$ cat src/rtl/config_mux.sv
// Configurable N-input routing multiplexer with its own serial configuration chain.
// The selector and the output mode come from a shift register loaded MSB-first via config_in.
module config_mux #(
  parameter int N_INPUTS  = 10,
  parameter int SEL_WIDTH = 4
) (
  input  logic                clock,
  input  logic                nreset,
  input  logic [N_INPUTS-1:0] data_in,
  output logic                data_out,
  input  logic                config_in,
  output logic                config_out,
  input  logic                config_enable
);

  localparam int CFG_WIDTH = SEL_WIDTH + 1;
  localparam int LEAVES    = 1 << SEL_WIDTH;

  if (N_INPUTS < 2 || LEAVES < N_INPUTS) begin : g_bad_params
    $error("config_mux: need N_INPUTS >= 2 and 2**SEL_WIDTH >= N_INPUTS");
  end

  logic [CFG_WIDTH-1:0] cfg_q, cfg_d;
  logic                 q_q, q_d;
  logic                 mode;
  logic [SEL_WIDTH-1:0] sel;
  logic [LEAVES-1:0]    leaves;
  logic [2*LEAVES-1:1]  node;
  logic                 mux;

  assign mode = cfg_q[SEL_WIDTH];
  assign sel  = cfg_q[SEL_WIDTH-1:0];

  // Heap-ordered halving tree: node j has children 2j and 2j+1, leaf k sits at LEAVES+k.
  // Levels are built bottom-up; sel[u] steers the level u steps above the leaves.
  always_comb begin
    leaves                 = '0;
    leaves[N_INPUTS-1:0]   = data_in;
    node                   = '0;
    node[2*LEAVES-1:LEAVES] = leaves;
    for (int unsigned u = 0; u < SEL_WIDTH; u++) begin
      for (int unsigned j = (1 << (SEL_WIDTH - 1 - u)); j < (2 << (SEL_WIDTH - 1 - u)); j++) begin
        node[j] = sel[u] ? node[2*j+1] : node[2*j];
      end
    end
    mux = node[1];
  end

  always_comb begin
    cfg_d = cfg_q;
    q_d   = mux;
    if (config_enable) begin
      cfg_d = {cfg_q[CFG_WIDTH-2:0], config_in};
      q_d   = 1'b0;
    end
  end

  always_ff @(posedge clock or negedge nreset) begin
    if (!nreset) begin
      cfg_q <= '0;
      q_q   <= 1'b0;
    end else begin
      cfg_q <= cfg_d;
      q_q   <= q_d;
    end
  end

  // Data path is forced low while the chain shifts so partial configs never reach the fabric.
  always_comb begin
    data_out = 1'b0;
    if (!config_enable) begin
      data_out = mode ? q_q : mux;
    end
  end

  assign config_out = cfg_q[CFG_WIDTH-1];

endmodule

$ cat config.mk
export PLATFORM = sky130hd
export DESIGN_NAME = config_mux
export DESIGN_NICKNAME = d
export VERILOG_FILES = /design/src/rtl/config_mux.sv
export SDC_FILE = /design/constraint.sdc
export NUM_CORES = 1
export LEC_CHECK = 0
export CORE_AREA = 2 2 39 41
export DETAILED_ROUTE_END_ITERATION = 8
export DIE_AREA = 0 0 41 43
export PLACE_DENSITY = 0.62
export SLEW_MARGIN = 20
export SYNTH_ARGS = -nofsm -noshare
export SYNTH_HDL_FRONTEND = slang
export SYNTH_SLANG_ARGS = --single-unit
$ cat constraint.sdc
create_clock -name clock -period 2.5 [get_ports clock]
set_clock_uncertainty 0.05 [all_clocks]
set_input_delay 0.25 -clock clock [delete_from_list [all_inputs] [get_ports clock]]
set_output_delay 0.25 -clock clock [all_outputs]
set_load 0.01 [all_outputs]
==> impl_metrics.ini, run 1 <==
[floorplanning]
num_rows = 14
dieArea_mm2 = 0.00176
die_w_um = 41
io_pins = 16
core_mm2 = 0.00138
initial_core_util = 0.254
fp.dieH_um = 43

[timing]
slew_headroom = 0.811
rsz0062_at_grt = no
hold_ws_ns = 0.205
finalSetupTns_ns = 0
worstMarginPinSlew_ns = 0.282
slew_violations = 0
hold_viol = 0
setup_violations = 0
fin_crit_sh = 0.815
layout_min_cycle_time_ns = 2.04
fmax_mhz = 491

[logic_synthesis]
ys_ff_latch = 6
synth_top_cell_area_share = 0.427
synth_top_area_cell = dfrtp_1
synthFlopType = dfrtp_1
synth_cell_type_count = 17
synth_warnings = 0
synth_seq_area_share = 0.427
syn_nets = 44
syn_avg_cell_area_um2 = 11.7
synth_edf_count = 0
synthTopCellsByCount = 6 x dfrtp_1, 3 x mux2_2, 3 x mux2i_1, 3 x nand2_1
yosysMostFrequentCell = dfrtp_1
async_reset_ff_frac = 1.00
synthCells = 30
synth_area_leaders = dfrtp_1 43%, mux2_2 9.6%, mux2i_1 8.5%
syn_area_um2 = 352

[routing]
drt.antenna.violating_nets = 0
drt_iter0_drc = 3
met1_length_um = 296
met3WireLength_um = 54
wl_per_cell_um = 11.2
drc = 0
vias = 286
routed_wl_um = 708
top_layer = met4
drtPass1Iterations = 4
wl_met2_um = 343
via_per_inst = 4.54

[final_layout]
drive_above_1_share = 0.255
area_growth_pct = 52.7
instances_no_fill = 63
final_area_um2 = 537
n_antenna_cell = 0
nets = 63
num-fill-cells = 140
fin_util = 0.388

[setup_path]
critPathArrivalTime_ns = 1.74
worstPathMaxFanout = 6
reg2regPathDepth = 4
regToRegEndpoint = q_q$_DFF_PN0_
critPathLaunchType = flip-flop
startpoint = cfg_q[0]$_DFFE_PN0P_
crit_end = data_out
reg2reg_slack_ns = 1.03
path_class = reg -> out
cp.required_ns = 2.20
cp-end-kind = output port
regToRegStartpoint = cfg_q[0]$_DFFE_PN0P_

[global_route]
grt_max_degree = 9
grt.total_usage = 0.105
grt_first_pass_wirelength_um = 1180
antenna_found_initial = 0
first_global_vias = 305
grt_overflow = 0

[cts]
cts_max_level = 1
clk_path_buf_depth = 2
cts.sinks = 6
clk_latency_ns = 0.24
cts_root_buf = clkbuf_4
clk_pin_slew_ns = 0.05
cts_tree = built
numCtsBuffers = 3

[power_and_ir_drop]
power_density_mw_per_mm2 = 575
power.leakage_nw = 0.239
irDropWorstVdd_mv = 0.182

[placed_design]
io_buffer_count = 15
place_congestion = 0.692
placedCellCount = 60
detailed_place.area_um2 = 510

[min_path]
hold_path_class = in -> async

[status]
status = finished, final reports clean

[flow_run]
max_cap_viol_count = 0
## what timing repair did
action	in CTS	in global routing
hold buffers	0	0
hold endpoints to repair	0	0
endpoints found under the setup margin	0	1
buffers inserted	0	0
gates resized for setup	0	2
## final cells by class
type	instances	area [um2]	share of cell area
clock buffer	3	22.5	0.0420
sequential	6	151	0.282
inverter	1	3.75	0.00699
multi-input combinational	21	179	0.333
tap	16	20.0	0.0373
timing repair buffer	16	160	0.298
## metrics by stage
step	setup WS [ns]	total power, mW
floorplan	0.866	0.181
global placement	0.0836	0.221
detailed placement	0.0797	0.223
CTS	0.0409	0.314
global route	0.351	0.328
finish	0.462	0.308
## layout by cell type, fill, tap and decap left out
cell type and instances:
clkbuf_4 3, nand2b_4 1, mux2_2 3, dfrtp_2 1, nand2b_1 1, a311oi_2 1, or4_4 1, inv_1 1
clkdlybuf4s50_1 14, mux2i_1 3, mux4_2 1, a21oi_1 1, dfrtp_1 5, nand2_1 3, nand3b_1 1, nand3_1 1
o21ai_0 2, dlymetal6s2s_1 1, buf_4 1, nor2_1 2
## registers in the layout, summed over array words and instances (netlist names)
signal and cells:
q_q 1, cfg_q 5
## layer usage
| metal | GRT usage | up-vias |
|---|---|---|
| met4 | 0.100 | 0 |
| met3 | 0.0157 | 2 |
| met2 | 0.163 | 10 |
| met5 | 0 | - |
| met1 | 0.111 | 131 |
| li1 | - | 143 |
## worst min path at each step
stage          startpoint              endpoint  slack [ns]  depth (start not counted)
6_report           nreset         q_q$_DFF_PN0_        0.21                          1
5_1_grt            nreset  cfg_q[3]$_DFFE_PN0P_        0.22                          1
4_1_cts            nreset  cfg_q[3]$_DFFE_PN0P_        0.21                          1
3_5_place_dp       nreset         q_q$_DFF_PN0_        0.47                          1
3_3_place_gp       nreset         q_q$_DFF_PN0_        0.47                          1
2_1_floorplan      nreset  cfg_q[0]$_DFFE_PN0P_        -0.1                          0
## power by group
| part | switching (mW) | leakage, nW | internal (mW) |
|---|---|---|---|
| registers | 0.0197 | 0.0721 | 0.114 |
| clock network | 0.0340 | 0.0138 | 0.0543 |
| logic | 0.0299 | 0.153 | 0.0568 |
## logic make-up after synthesis
kind of cell    after synthesis  synth area share
simple gates                 10             0.178
mux                           7             0.246
compound gates                4            0.0854
buf+inv                       3            0.0641
flops                         6             0.427
## critical path, cell delays in order (launching register included)
cell,delay [ns]
dfrtp_2,0.45
mux4_2,0.52
nand2b_1,0.15
nand3_1,0.10
a311oi_2,0.10
dlymetal6s2s_1,0.18
(Power assumes the default switching activity.)
==> run 2: changes to the inputs <==
--- a/config.mk
+++ b/config.mk
@@ -8,7 +8,7 @@
 export CORE_AREA = 2 2 39 41
 export DETAILED_ROUTE_END_ITERATION = 8
 export DIE_AREA = 0 0 41 43
-export PLACE_DENSITY = 0.62
+export PLACE_DENSITY = 0.64
 export SLEW_MARGIN = 20
 export SYNTH_ARGS = -nofsm -noshare
 export SYNTH_HDL_FRONTEND = slang
==> constraint.sdc (replaced) <==
create_clock -name clock -period 1.7 [get_ports clock]
set_clock_uncertainty 0.05 [all_clocks]
set_input_delay 0.17 -clock clock [delete_from_list [all_inputs] [get_ports clock]]
set_output_delay 0.17 -clock clock [all_outputs]
set_load 0.01 [all_outputs]
==> run 2 against run 1 <==
The flow now finishes with violations (negative setup slack). Combinational power increased by 93%. Critical endpoint unchanged. Flip-flop and latch count stayed put. Clock-buffer cell count unchanged. Setup slack got worse by 0.62 ns. Global-route usage increased by 1.2 points. Cell count up 6.3%. Critical path depth unchanged.
==> impl_metrics.ini, run 2 (synthesis results as in run 1) <==
[final_layout]
drive_above_1_share = 0.373
final_common_cell = clkdlybuf4s50_1
n_antenna_cell = 0
area_growth_pct = 62.6
regMostFlops = cfg_q
final_cell_mix = 14 x clkdlybuf4s50_1, 5 x dfrtp_1, 5 x buf_4
reg_top3 = cfg_q: 5 flops, q_q: 1 flops
fin_util = 0.413
nets = 67
largest_register_ffs = 5

[cts]
numCtsBuffers = 3
cts_tree = built
cts.sinks = 6
cts_max_level = 1
clk_pin_slew_ns = 0.04
clk_latency_ns = 0.25
clk_path_buf_depth = 2
cts_root_buf = clkbuf_4

[routing]
vias = 305
drt_iter0_drc = 0
drtPass1Iterations = 1
drc = 0
via_per_inst = 4.55
drt.antenna.violating_nets = 0
wl_per_cell_um = 11.1
routed_wl_um = 741

[floorplanning]
initial_core_util = 0.254
io_pins = 16
fp.dieH_um = 43
core_mm2 = 0.00138
dieArea_mm2 = 0.00176
die_w_um = 41
num_rows = 14

[power_and_ir_drop]
power_uw = 485
clkPwrFrac = 0.273
sequentialPowerShare = 0.384
power_density_mw_per_mm2 = 849
p_comb_frac = 0.343
power.leakage_nw = 0.254
irDropWorstVdd_mv = 0.318
p_sw_frac = 0.276
p_switching_uw = 134
p_int_uw = 352

[timing]
worstMarginPinSlew_ns = 0.281
fmax_mhz = 539
fin_crit_sh = 1.09
hold_viol = 0
slew_violations = 0
rsz0062_at_grt = yes
finalWorstSetupSlack_ns = -0.157
hold_ws_ns = 0.118
slew_headroom = 0.812
setup_violations = 1
layout_min_cycle_time_ns = 1.86

[setup_path]
critPathLaunchType = flip-flop
path_class = reg -> out
reg2regPathDepth = 4
worstPathMaxFanout = 4
cp.required_ns = 1.48
reg2reg_slack_ns = 0.32
regToRegStartpoint = cfg_q[0]$_DFFE_PN0P_
regToRegEndpoint = q_q$_DFF_PN0_
critPathArrivalTime_ns = 1.64
cp-end-kind = output port

[global_route]
grt_max_degree = 9
grt.total_usage = 0.117
first_global_vias = 351
grt_first_pass_wirelength_um = 1370
grt_overflow = 0
antenna_found_initial = 0

[flow_run]
max_cap_viol_count = 0

[placed_design]
place_congestion = 0.722
io_buffer_count = 15

[min_path]
hold_path_class = in -> async

[status]
status = finished, violations left
violations = negative setup slack
==> run 2: through the flow <==
step           instances  worst slack [ns]  cell area (um2)  TNS, ns
5_1_grt               67            -0.227              572   -0.227
3_5_place_dp          64            -0.556              541   -0.556
3_3_place_gp          64            -0.529              541   -0.529
2_1_floorplan         30             0.146              352        0
4_1_cts               67            -0.177              572   -0.177
6_report              67            -0.157              572   -0.157
==> run 2: layer usage <==
metal	vias up	part of all wire	GRT usage
li1	149	-	-
met1	142	0.37	0.122
met2	10	0.53	0.191
met3	4	0.065	0.0157
met4	0	0.034	0.100
met5	-	0	0
==> run 2: cell type report <==
| cell class | count | area [um2] |
|---|---|---|
| inverter | 1 | 3.75 |
| tap | 16 | 20.0 |
| multi-input combinational | 21 | 191 |
| sequential | 6 | 151 |
| fill | 140 | 812 |
| timing repair buffer | 20 | 183 |
| clock buffer | 3 | 22.5 |
==> run 2: what timing repair did <==
action | CTS | global route
pin swaps | 2 | 0
gates resized for setup | 7 | 0
endpoints found under the setup margin | 1 | 1
hold buffers | 0 | 0
buffers inserted | 0 | 0
==> run 2: power by group through the flow <==
stage | clock network (mW) | registers [mW] | logic [mW]
CTS | 0.134 | 0.187 | 0.168
floorplan | 0 | 0.189 | 0.0782
detailed placement | 0 | 0.189 | 0.161
global placement | 0 | 0.189 | 0.158
global route | 0.145 | 0.190 | 0.184
finish | 0.132 | 0.186 | 0.167
==> run 2: worst max-delay path by stage <==
stage                               startpoint        to  slack, ns  depth (start not counted)
after floorplan           cfg_q[0]$_DFFE_PN0P_  data_out       0.15                          4
after global placement           config_enable  data_out      -0.53                          5
after detailed placement         config_enable  data_out      -0.56                          5
after CTS                 cfg_q[0]$_DFFE_PN0P_  data_out      -0.18                          5
after global routing      cfg_q[0]$_DFFE_PN0P_  data_out      -0.23                          6
final                     cfg_q[0]$_DFFE_PN0P_  data_out      -0.16                          5
==> run 2: worst max-delay path, stage by stage (launching register included) <==
cell and delay (ns):
dfrtp_2 0.43, mux4_2 0.34, nand2b_4 0.11, nand3_2 0.09
a311oi_2 0.26, buf_2 0.16
==> run 3: changes to the inputs <==
--- a/config.mk
+++ b/config.mk
@@ -5,6 +5,7 @@
 export SDC_FILE = /design/constraint.sdc
 export NUM_CORES = 1
 export LEC_CHECK = 0
+export ABC_CLOCK_PERIOD_IN_PS = 1700
 export CORE_AREA = 2 2 39 41
 export DETAILED_ROUTE_END_ITERATION = 8
 export DIE_AREA = 0 0 41 43
==> results of run 3 <==
No change in the layout: final DEF, timing and power equal those of run 2.
